### config.mk
export PLATFORM = sky130hd
export DESIGN_NAME = i2c_target_bit_engine
export DESIGN_NICKNAME = d
export VERILOG_FILES = /design/src/rtl/i2c_target_bit_engine.sv
export SDC_FILE = /design/constraint.sdc
export NUM_CORES = 1
export LEC_CHECK = 0
export ABC_AREA = 0
export ABC_CLOCK_PERIOD_IN_PS = 2800
export CELL_PAD_IN_SITES_DETAIL_PLACEMENT = 1
export CELL_PAD_IN_SITES_GLOBAL_PLACEMENT = 1
export CORE_MARGIN = 2
export CORE_UTILIZATION = 44
export CTS_BUF_LIST = sky130_fd_sc_hd__clkbuf_8 sky130_fd_sc_hd__clkbuf_16
export CTS_CLUSTER_DIAMETER = 100
export DETAILED_ROUTE_END_ITERATION = 10
export PLACE_DENSITY_LB_ADDON = 0.1
export REMOVE_ABC_BUFFERS = 1
export SYNTH_ARGS = -nofsm -noshare
export SYNTH_HDL_FRONTEND = slang
export SYNTH_SLANG_ARGS = --single-unit
### constraint.sdc
create_clock -name i_clk -period 2.8 [get_ports i_clk]
set_input_delay 0.84 -clock i_clk [delete_from_list [all_inputs] [get_ports i_clk]]
set_output_delay 0.84 -clock i_clk [all_outputs]
set_load 0.01 [all_outputs]
### src/rtl/i2c_target_bit_engine.sv
// rtl/i2c_target_bit_engine.sv - I2C target bit/byte engine on oversampled SCL/SDA
// Define I2C_GENERAL_CALL_EN to also ACK the general-call address (7'h00, write).
module i2c_target_bit_engine #(
  parameter logic [6:0] TARGET_ADDR = 7'h5A,
  parameter int         SYNC_LEN    = 2
) (
  input  logic       i_clk,
  input  logic       i_reset,
  input  logic       i_scl,
  input  logic       i_sda,
  input  logic [7:0] i_tx_data,
  input  logic       i_tx_valid,
  output logic       o_tx_ready,
  output logic [7:0] o_rx_data,
  output logic       o_rx_valid,
  output logic       o_sda_drive_d,
  output logic       o_busy,
  output logic       o_underrun
);

  typedef enum logic [2:0] {
    S_IDLE, S_ADDR, S_ADDR_ACK, S_RX, S_RX_ACK, S_TX, S_TX_ACK, S_WAIT
  } state_t;

  state_t                r_state;
  logic [SYNC_LEN-1:0]   r_scl_sync;
  logic [SYNC_LEN-1:0]   r_sda_sync;
  logic                  r_scl_p;
  logic                  r_sda_p;
  logic [7:0]            r_shift;
  logic [2:0]            r_bitcnt;
  logic                  r_rw;
  logic [7:0]            r_rx_data;
  logic                  r_rx_valid;
  logic                  r_tx_ready;
  logic                  r_underrun;
  logic                  r_sda_drive;

  logic                  w_scl_s;
  logic                  w_sda_s;
  logic                  w_scl_rise;
  logic                  w_start;
  logic                  w_stop;
  logic [7:0]            w_shift_next;
  logic                  w_gc;
  logic                  w_addr_ack;
  logic [7:0]            w_load_data;

  assign w_scl_s      = r_scl_sync[SYNC_LEN-1];
  assign w_sda_s      = r_sda_sync[SYNC_LEN-1];
  assign w_scl_rise   = !r_scl_p & w_scl_s;
  // Both SCL samples high excludes a same-cycle SCL edge from START/STOP.
  assign w_start      = r_scl_p & w_scl_s & r_sda_p & !w_sda_s;
  assign w_stop       = r_scl_p & w_scl_s & !r_sda_p & w_sda_s;
  assign w_shift_next = {r_shift[6:0], w_sda_s};

`ifdef I2C_GENERAL_CALL_EN
  assign w_gc = (w_shift_next[7:1] == 7'h00) && !w_shift_next[0];
`else
  assign w_gc = 1'b0;
`endif
  assign w_addr_ack = (w_shift_next[7:1] == TARGET_ADDR) || w_gc;

  // An empty transmit slot returns all-ones so SDA stays released.
  assign w_load_data = i_tx_valid ? i_tx_data : 8'hFF;

  always_ff @(posedge i_clk or posedge i_reset) begin
    if (i_reset) begin
      r_scl_sync <= '1;
      r_sda_sync <= '1;
      r_scl_p    <= 1'b1;
      r_sda_p    <= 1'b1;
    end else begin
      r_scl_sync <= {r_scl_sync[SYNC_LEN-2:0], i_scl};
      r_sda_sync <= {r_sda_sync[SYNC_LEN-2:0], i_sda};
      r_scl_p    <= w_scl_s;
      r_sda_p    <= w_sda_s;
    end
  end

  always_ff @(posedge i_clk or posedge i_reset) begin
    if (i_reset) begin
      r_state     <= S_IDLE;
      r_shift     <= 8'h00;
      r_bitcnt    <= 3'd0;
      r_rw        <= 1'b0;
      r_rx_data   <= 8'h00;
      r_rx_valid  <= 1'b0;
      r_tx_ready  <= 1'b0;
      r_underrun  <= 1'b0;
      r_sda_drive <= 1'b0;
    end else begin
      r_rx_valid <= 1'b0;
      r_tx_ready <= 1'b0;
      r_underrun <= 1'b0;
      if (w_start) begin
        r_state     <= S_ADDR;
        r_bitcnt    <= 3'd0;
        r_sda_drive <= 1'b0;
      end else if (w_stop) begin
        r_state     <= S_IDLE;
        r_bitcnt    <= 3'd0;
        r_sda_drive <= 1'b0;
      end else if (w_scl_rise) begin
        case (r_state)
          S_ADDR: begin
            r_shift  <= w_shift_next;
            r_bitcnt <= r_bitcnt + 3'd1;
            if (r_bitcnt == 3'd7) begin
              r_rw <= w_shift_next[0];
              if (w_addr_ack) begin
                r_state     <= S_ADDR_ACK;
                r_sda_drive <= 1'b1;
              end else begin
                r_state     <= S_WAIT;
                r_sda_drive <= 1'b0;
              end
            end
          end
          S_ADDR_ACK, S_TX_ACK: begin
            if (r_state == S_ADDR_ACK && !r_rw) begin
              r_state     <= S_RX;
              r_sda_drive <= 1'b0;
            end else if (r_state == S_TX_ACK && w_sda_s) begin
              r_state     <= S_WAIT;
              r_sda_drive <= 1'b0;
            end else begin
              r_state     <= S_TX;
              r_shift     <= w_load_data;
              r_sda_drive <= ~w_load_data[7];
              r_tx_ready  <= i_tx_valid;
              r_underrun  <= !i_tx_valid;
            end
          end
          S_TX: begin
            r_shift  <= {r_shift[6:0], 1'b1};
            r_bitcnt <= r_bitcnt + 3'd1;
            if (r_bitcnt == 3'd7) begin
              r_state     <= S_TX_ACK;
              r_sda_drive <= 1'b0;
            end else begin
              r_sda_drive <= ~r_shift[6];
            end
          end
          S_RX: begin
            r_shift  <= w_shift_next;
            r_bitcnt <= r_bitcnt + 3'd1;
            if (r_bitcnt == 3'd7) begin
              r_rx_data   <= w_shift_next;
              r_rx_valid  <= 1'b1;
              r_state     <= S_RX_ACK;
              r_sda_drive <= 1'b1;
            end
          end
          S_RX_ACK: begin
            r_state     <= S_RX;
            r_sda_drive <= 1'b0;
          end
          default: r_sda_drive <= 1'b0;
        endcase
      end
    end
  end

  assign o_tx_ready    = r_tx_ready;
  assign o_rx_data     = r_rx_data;
  assign o_rx_valid    = r_rx_valid;
  assign o_sda_drive_d = r_sda_drive;
  assign o_busy        = (r_state != S_IDLE);
  assign o_underrun    = r_underrun;

endmodule

==> results of run 1 <==
registers in the layout, summed over array words and instances, names as in the netlist:
name,count
o_rx_valid,1
o_sda_drive_d,1
o_rx_data,8
r_state,3
r_sda_sync,2
r_rw,1
o_underrun,1
o_tx_ready,1
r_bitcnt,3
r_shift,7
r_sda_p,1
r_scl_sync,2
r_scl_p,1
how the worst min path moves through the flow:
stage                                  from                 endpoint  slack (ns)
floorplan           r_scl_sync[0]$_DFF_PP1_  r_scl_sync[1]$_DFF_PP1_        0.35
global placement    r_sda_sync[0]$_DFF_PP1_  r_sda_sync[1]$_DFF_PP1_        0.35
detailed placement  r_sda_sync[0]$_DFF_PP1_  r_sda_sync[1]$_DFF_PP1_        0.35
CTS                 r_scl_sync[0]$_DFF_PP1_  r_scl_sync[1]$_DFF_PP1_        0.36
global route        r_scl_sync[0]$_DFF_PP1_  r_scl_sync[1]$_DFF_PP1_        0.36
finish              r_scl_sync[0]$_DFF_PP1_  r_scl_sync[1]$_DFF_PP1_        0.35
where the power goes:
part | switching [mW] | internal [mW]
registers | 0.0668 | 0.535
logic | 0.118 | 0.130
clock network | 0.158 | 0.220
cells in the mapped netlist, types with 2 or more instances:
cell | number | share of area
a21oi_1 | 4 | 0.013
a22o_1 | 2 | 0.011
inv_1 | 4 | 0.0096
o21ai_0 | 10 | 0.032
dfstp_2 | 6 | 0.10
nand3_1 | 2 | 0.0064
ha_1 | 2 | 0.016
clkbuf_1 | 2 | 0.0048
buf_2 | 3 | 0.0096
nor3b_1 | 2 | 0.0096
o2111ai_1 | 2 | 0.011
a31oi_1 | 2 | 0.0080
and2_1 | 2 | 0.0080
nor2_1 | 5 | 0.012
nand2b_1 | 5 | 0.020
and3_1 | 2 | 0.0080
mux2_2 | 16 | 0.11
nand2_1 | 13 | 0.031
nor2b_1 | 10 | 0.040
nor4_1 | 2 | 0.0080
dfrtp_1 | 26 | 0.41
cell families (layout without fill, tap and decap cells):
| group | Yosys count | after routing |
|---|---|---|
| AND/OR/NAND/NOR | 49 | 49 |
| flip-flops | 32 | 32 |
| AO/OA/AOI/OAI | 31 | 31 |
| multiplexers | 17 | 17 |
| buffers and inverters | 10 | 39 |
| adder cells (fa/ha/maj) | 2 | 2 |
| XOR/XNOR | 1 | 1 |
per-stage QoR:
step,std cells,setup WS (ns),area [um2]
CTS,217,0.2537,1977
floorplan,136,1.038,1541
global placement,209,0.5912,1877
detailed placement,209,0.5649,1877
finish,217,0.2570,1977
global route,217,0.1976,1977
area by class of cell:
cell class / instances / area (um2) / area share
Inverter: 4 / 15.01 / 0.007595
Clock buffer: 7 / 96.34 / 0.04873
Timing Repair Buffer: 27 / 277.8 / 0.1405
Clock inverter: 1 / 3.754 / 0.001899
Multi-Input combinational cell: 100 / 718.2 / 0.3633
Sequential cell: 32 / 808.3 / 0.4089
Tap cell: 46 / 57.56 / 0.02911
metal layers:
layer  part of all wire  track usage  vias up
met1               0.43       0.2566      605
met4              0.014      0.08424        0
met2               0.52       0.3474       26
met5                  0            0        -
li1                   -            -      566
met3              0.035      0.05458        6
critical path: stages (launching register included):
cell	delay [ns]
dfrtp_1	0.53
or3_1	0.42
clkdlybuf4s50_1	0.48
==> reports/metrics.csv, run 1 <==
metric,value,unit
totalPowerFinal,1.228,mW
n_fill_cell,352,
clock_skew,0.008226,ns
fmax,393.2,MHz
final_max_slew_viol_count,0,
cts_resized,0,
drc,0,
cts_sinks,32,
reg2reg_to,o_rx_data[7]$_DFFE_PP0P_,
grt.overflow.total,0,
tightest_slew,0.6533,ns
start_kind,register,
layout-drive-gt1-share,0.2047,
status,"complete, no violations",
cts_root_buffer,clkbuf_8,
maxCapViolations,0,
synthCells,142,
antenna_found_initial,0,
ctsHtreeMaxLevel,2,
min_path_type,reg -> reg,
mostFrequentLayoutCells,"dfrtp_1 (26), clkdlybuf4s50_1 (25), mux2_2 (16)",
synth_top_family_by_area,simple AND/OR/NAND/NOR gates,
cts_buffers,5,
cp_max_fo,14,
grtUsageTotal,0.2081,
endpoint,o_busy,
synth_edf_count,0,
post-cts-setup-buffers,0,
wl,3764,um
cts_tree,built,
power_density,621.1,nW/um2
nets,185,
clock_latency,0.28,ns
synth-xor-area-share,0.005573,
worstSetupPathType,reg -> out,
crit_start,r_state[2]$_DFFE_PP0P_,
p_leak,0.8273,nW
rr_worst_depth,5,
grt_start_max_net_pins,20,
fp.dieW,63.76,um
min_period_over_period,0.9082,
ys_seq_area_frac,0.5143,
synth_seq_cells,32,
synth.area.mux_share,0.1218,
ant_nets,0,
vias_per_cell,5.544,
vias,1203,
layout_commonest_cell,dfrtp_1,
finalCriticalPeriod,2.543,ns
die_area,4065,um2
end_kind,output port,
synth.avg_cell_area,11.07,um2
crit_required,1.96,ns
grt_pass1_wl,6423,um
clk_pin_slew_worst_paths,0.06,ns
relSlewSlack,0.5636,
row_count,21,
finalSetupViolCount,0,
synth-compound-area-share,0.1377,
firstDrtPassIters,4,
ys_warn_count,0,
hold_buffers,0,
drt-initial-drc-count,62,
critPathArrivalTime,1.70,ns
portBuffers,25,
place.detailed.hpwl,2706,um
yosys.area_share.simple,0.1760,
hold_viol,0,
start_util,0.4636,
grt_pass1_vias,1299,
utilization,0.5832,
die_h,63.76,um
whs,0.3540,ns
tns,0,ns
synth_ff_type,dfrtp_1,
fp.coreArea,3390,um2
synthAdderAreaFrac,0.01592,
routabilityCongestion,0.8926,
synthDistinctLibCells,41,
syn_area,1572,um2
reg2reg_from,r_bitcnt[0]$_DFFE_PP0P_,
io_pins,26,
whs_path_depth,0,
max-vdd-ir-drop,373.9,uV
detail_route.wl_per_cell,17.35,um
synthArstFlopShare,1.000,
r2r_setup_slack,0.73,ns
area_growth,25.80,%
rsz0062_at_grt,no,
clk_path_buf_depth,2,
antenna_cells,0,
Power figures use the tool's default switching activity.
==> inputs of run 2 (changes only) <==
--- a/config.mk
+++ b/config.mk
@@ -11,7 +11,6 @@
 export CELL_PAD_IN_SITES_GLOBAL_PLACEMENT = 1
 export CORE_MARGIN = 2
 export CORE_UTILIZATION = 44
-export CTS_BUF_LIST = sky130_fd_sc_hd__clkbuf_8 sky130_fd_sc_hd__clkbuf_16
 export CTS_CLUSTER_DIAMETER = 100
 export DETAILED_ROUTE_END_ITERATION = 10
 export PLACE_DENSITY_LB_ADDON = 0.1
==> reports/metrics.csv, run 2 (synthesis gave the netlist of run 1 again) <==
metric,value,unit
grt.overflow.total,0,
clk_pin_slew_worst_paths,0.09,ns
critPathArrivalTime,1.74,ns
worstSetupPathType,reg -> out,
row_count,21,
crit_slowest_cell,dfrtp_1,
utilization,0.5740,
layout_commonest_cell,dfrtp_1,
end_kind,output port,
grt_start_max_net_pins,20,
max-vdd-ir-drop,353.5,uV
vias_per_cell,5.576,
fp.coreArea,3390,um2
clock_skew,0.01623,ns
firstDrtPassIters,4,
rr_worst_depth,5,
rsz0062_at_grt,no,
grtUsageTotal,0.1986,
reg2reg_from,r_bitcnt[0]$_DFFE_PP0P_,
largest_register_ffs,8,
relSlewSlack,0.5644,
tightest_slew,0.6521,ns
finalCriticalPeriod,2.584,ns
status,"complete, no violations",
drc,0,
final_max_slew_viol_count,0,
tns,0,ns
hold_viol,0,
clock_latency,0.31,ns
min_path_type,reg -> reg,
start_kind,register,
cts_buffers,5,
cp_max_fo,14,
mostFrequentLayoutCells,"dfrtp_1 (26), clkdlybuf4s50_1 (25), mux2_2 (16)",
start_util,0.4636,
layout-drive-gt1-share,0.2047,
wl,3652,um
die_area,4065,um2
totalPowerFinal,1.141,mW
min_period_over_period,0.9228,
reg2reg_to,o_rx_data[1]$_DFFE_PP0P_,
vias,1210,
place.detailed.hpwl,2706,um
drt-initial-drc-count,68,
detail_route.wl_per_cell,16.83,um
cts_root_buffer,clkbuf_4,
die_h,63.76,um
cts_tree,built,
finalSetupViolCount,0,
cts_sinks,32,
post-cts-setup-buffers,0,
antenna_cells,0,
slowest_delay,0.55,ns
cts_resized,0,
power_density,586.3,nW/um2
grt_pass1_wl,6265,um
io_pins,26,
maxCapViolations,0,
nets,185,
p_leak,0.8103,nW
r2r_setup_slack,0.73,ns
ant_nets,0,
clk_path_buf_depth,2,
routabilityCongestion,0.8926,
ctsHtreeMaxLevel,2,
crit_start,r_state[2]$_DFFE_PP0P_,
grt_pass1_vias,1274,
path_cells,or3_1 -> clkdlybuf4s50_1,
area_growth,23.81,%
fmax,387.0,MHz
fp.dieW,63.76,um
portBuffers,25,
crit_required,1.96,ns
endpoint,o_busy,
antenna_found_initial,0,
hold_buffers,0,
==> run 2: cell types whose count changed in the layout (fill, tap and decap cells not counted), sizes merged <==
cell / previous run / this run
inv: 5 / 4
clkbuf: 7 / 8
==> run 2: cell type report <==
type | count | area, um2
multi-input cells | 100 | 718.2
clock buffers | 8 | 68.82
well taps | 46 | 57.56
inverters | 4 | 15.01
flip-flops and latches | 32 | 808.3
repair buffers | 27 | 277.8
fillers | 351 | 1444
==> run 2: power by group <==
| group | internal [mW] | switching, mW |
|---|---|---|
| Combinational | 0.130 | 0.117 |
| Sequential | 0.534 | 0.0677 |
| Clock | 0.148 | 0.144 |
==> run 2: worst min path at each step <==
stage                            startpoint                      end  cells after the start
detailed placement  r_sda_sync[0]$_DFF_PP1_  r_sda_sync[1]$_DFF_PP1_                      0
global placement    r_sda_sync[0]$_DFF_PP1_  r_sda_sync[1]$_DFF_PP1_                      0
CTS                 r_scl_sync[0]$_DFF_PP1_  r_scl_sync[1]$_DFF_PP1_                      0
finish              r_scl_sync[0]$_DFF_PP1_  r_scl_sync[1]$_DFF_PP1_                      0
global route        r_scl_sync[0]$_DFF_PP1_  r_scl_sync[1]$_DFF_PP1_                      0
floorplan           r_scl_sync[0]$_DFF_PP1_  r_scl_sync[1]$_DFF_PP1_                      0
==> run 2: metrics by stage <==
step | hold slack [ns] | std cells | setup WS [ns] | area [um2]
detailed placement | 0.3490 | 209 | 0.5649 | 1877
CTS | 0.3547 | 217 | 0.2043 | 1946
global placement | 0.3459 | 209 | 0.5912 | 1877
finish | 0.3549 | 217 | 0.2163 | 1946
floorplan | 0.3452 | 136 | 1.038 | 1541
global route | 0.3592 | 217 | 0.1436 | 1946
==> run 2: per-layer routing <==
layer  vias up  share of wire  track usage
met4         0          0.010      0.05978
met2        21           0.51       0.3368
li1        563              -            -
met5         -              0            0
met1       622           0.45       0.2543
met3         4          0.028      0.04401
==> run 2: critical path: cells and delay by family (launching register included) <==
family                 cells  cell delay (ns)
DFF                        1             0.55
buffers and inverters      1             0.48
and+or+nand+nor            1             0.42
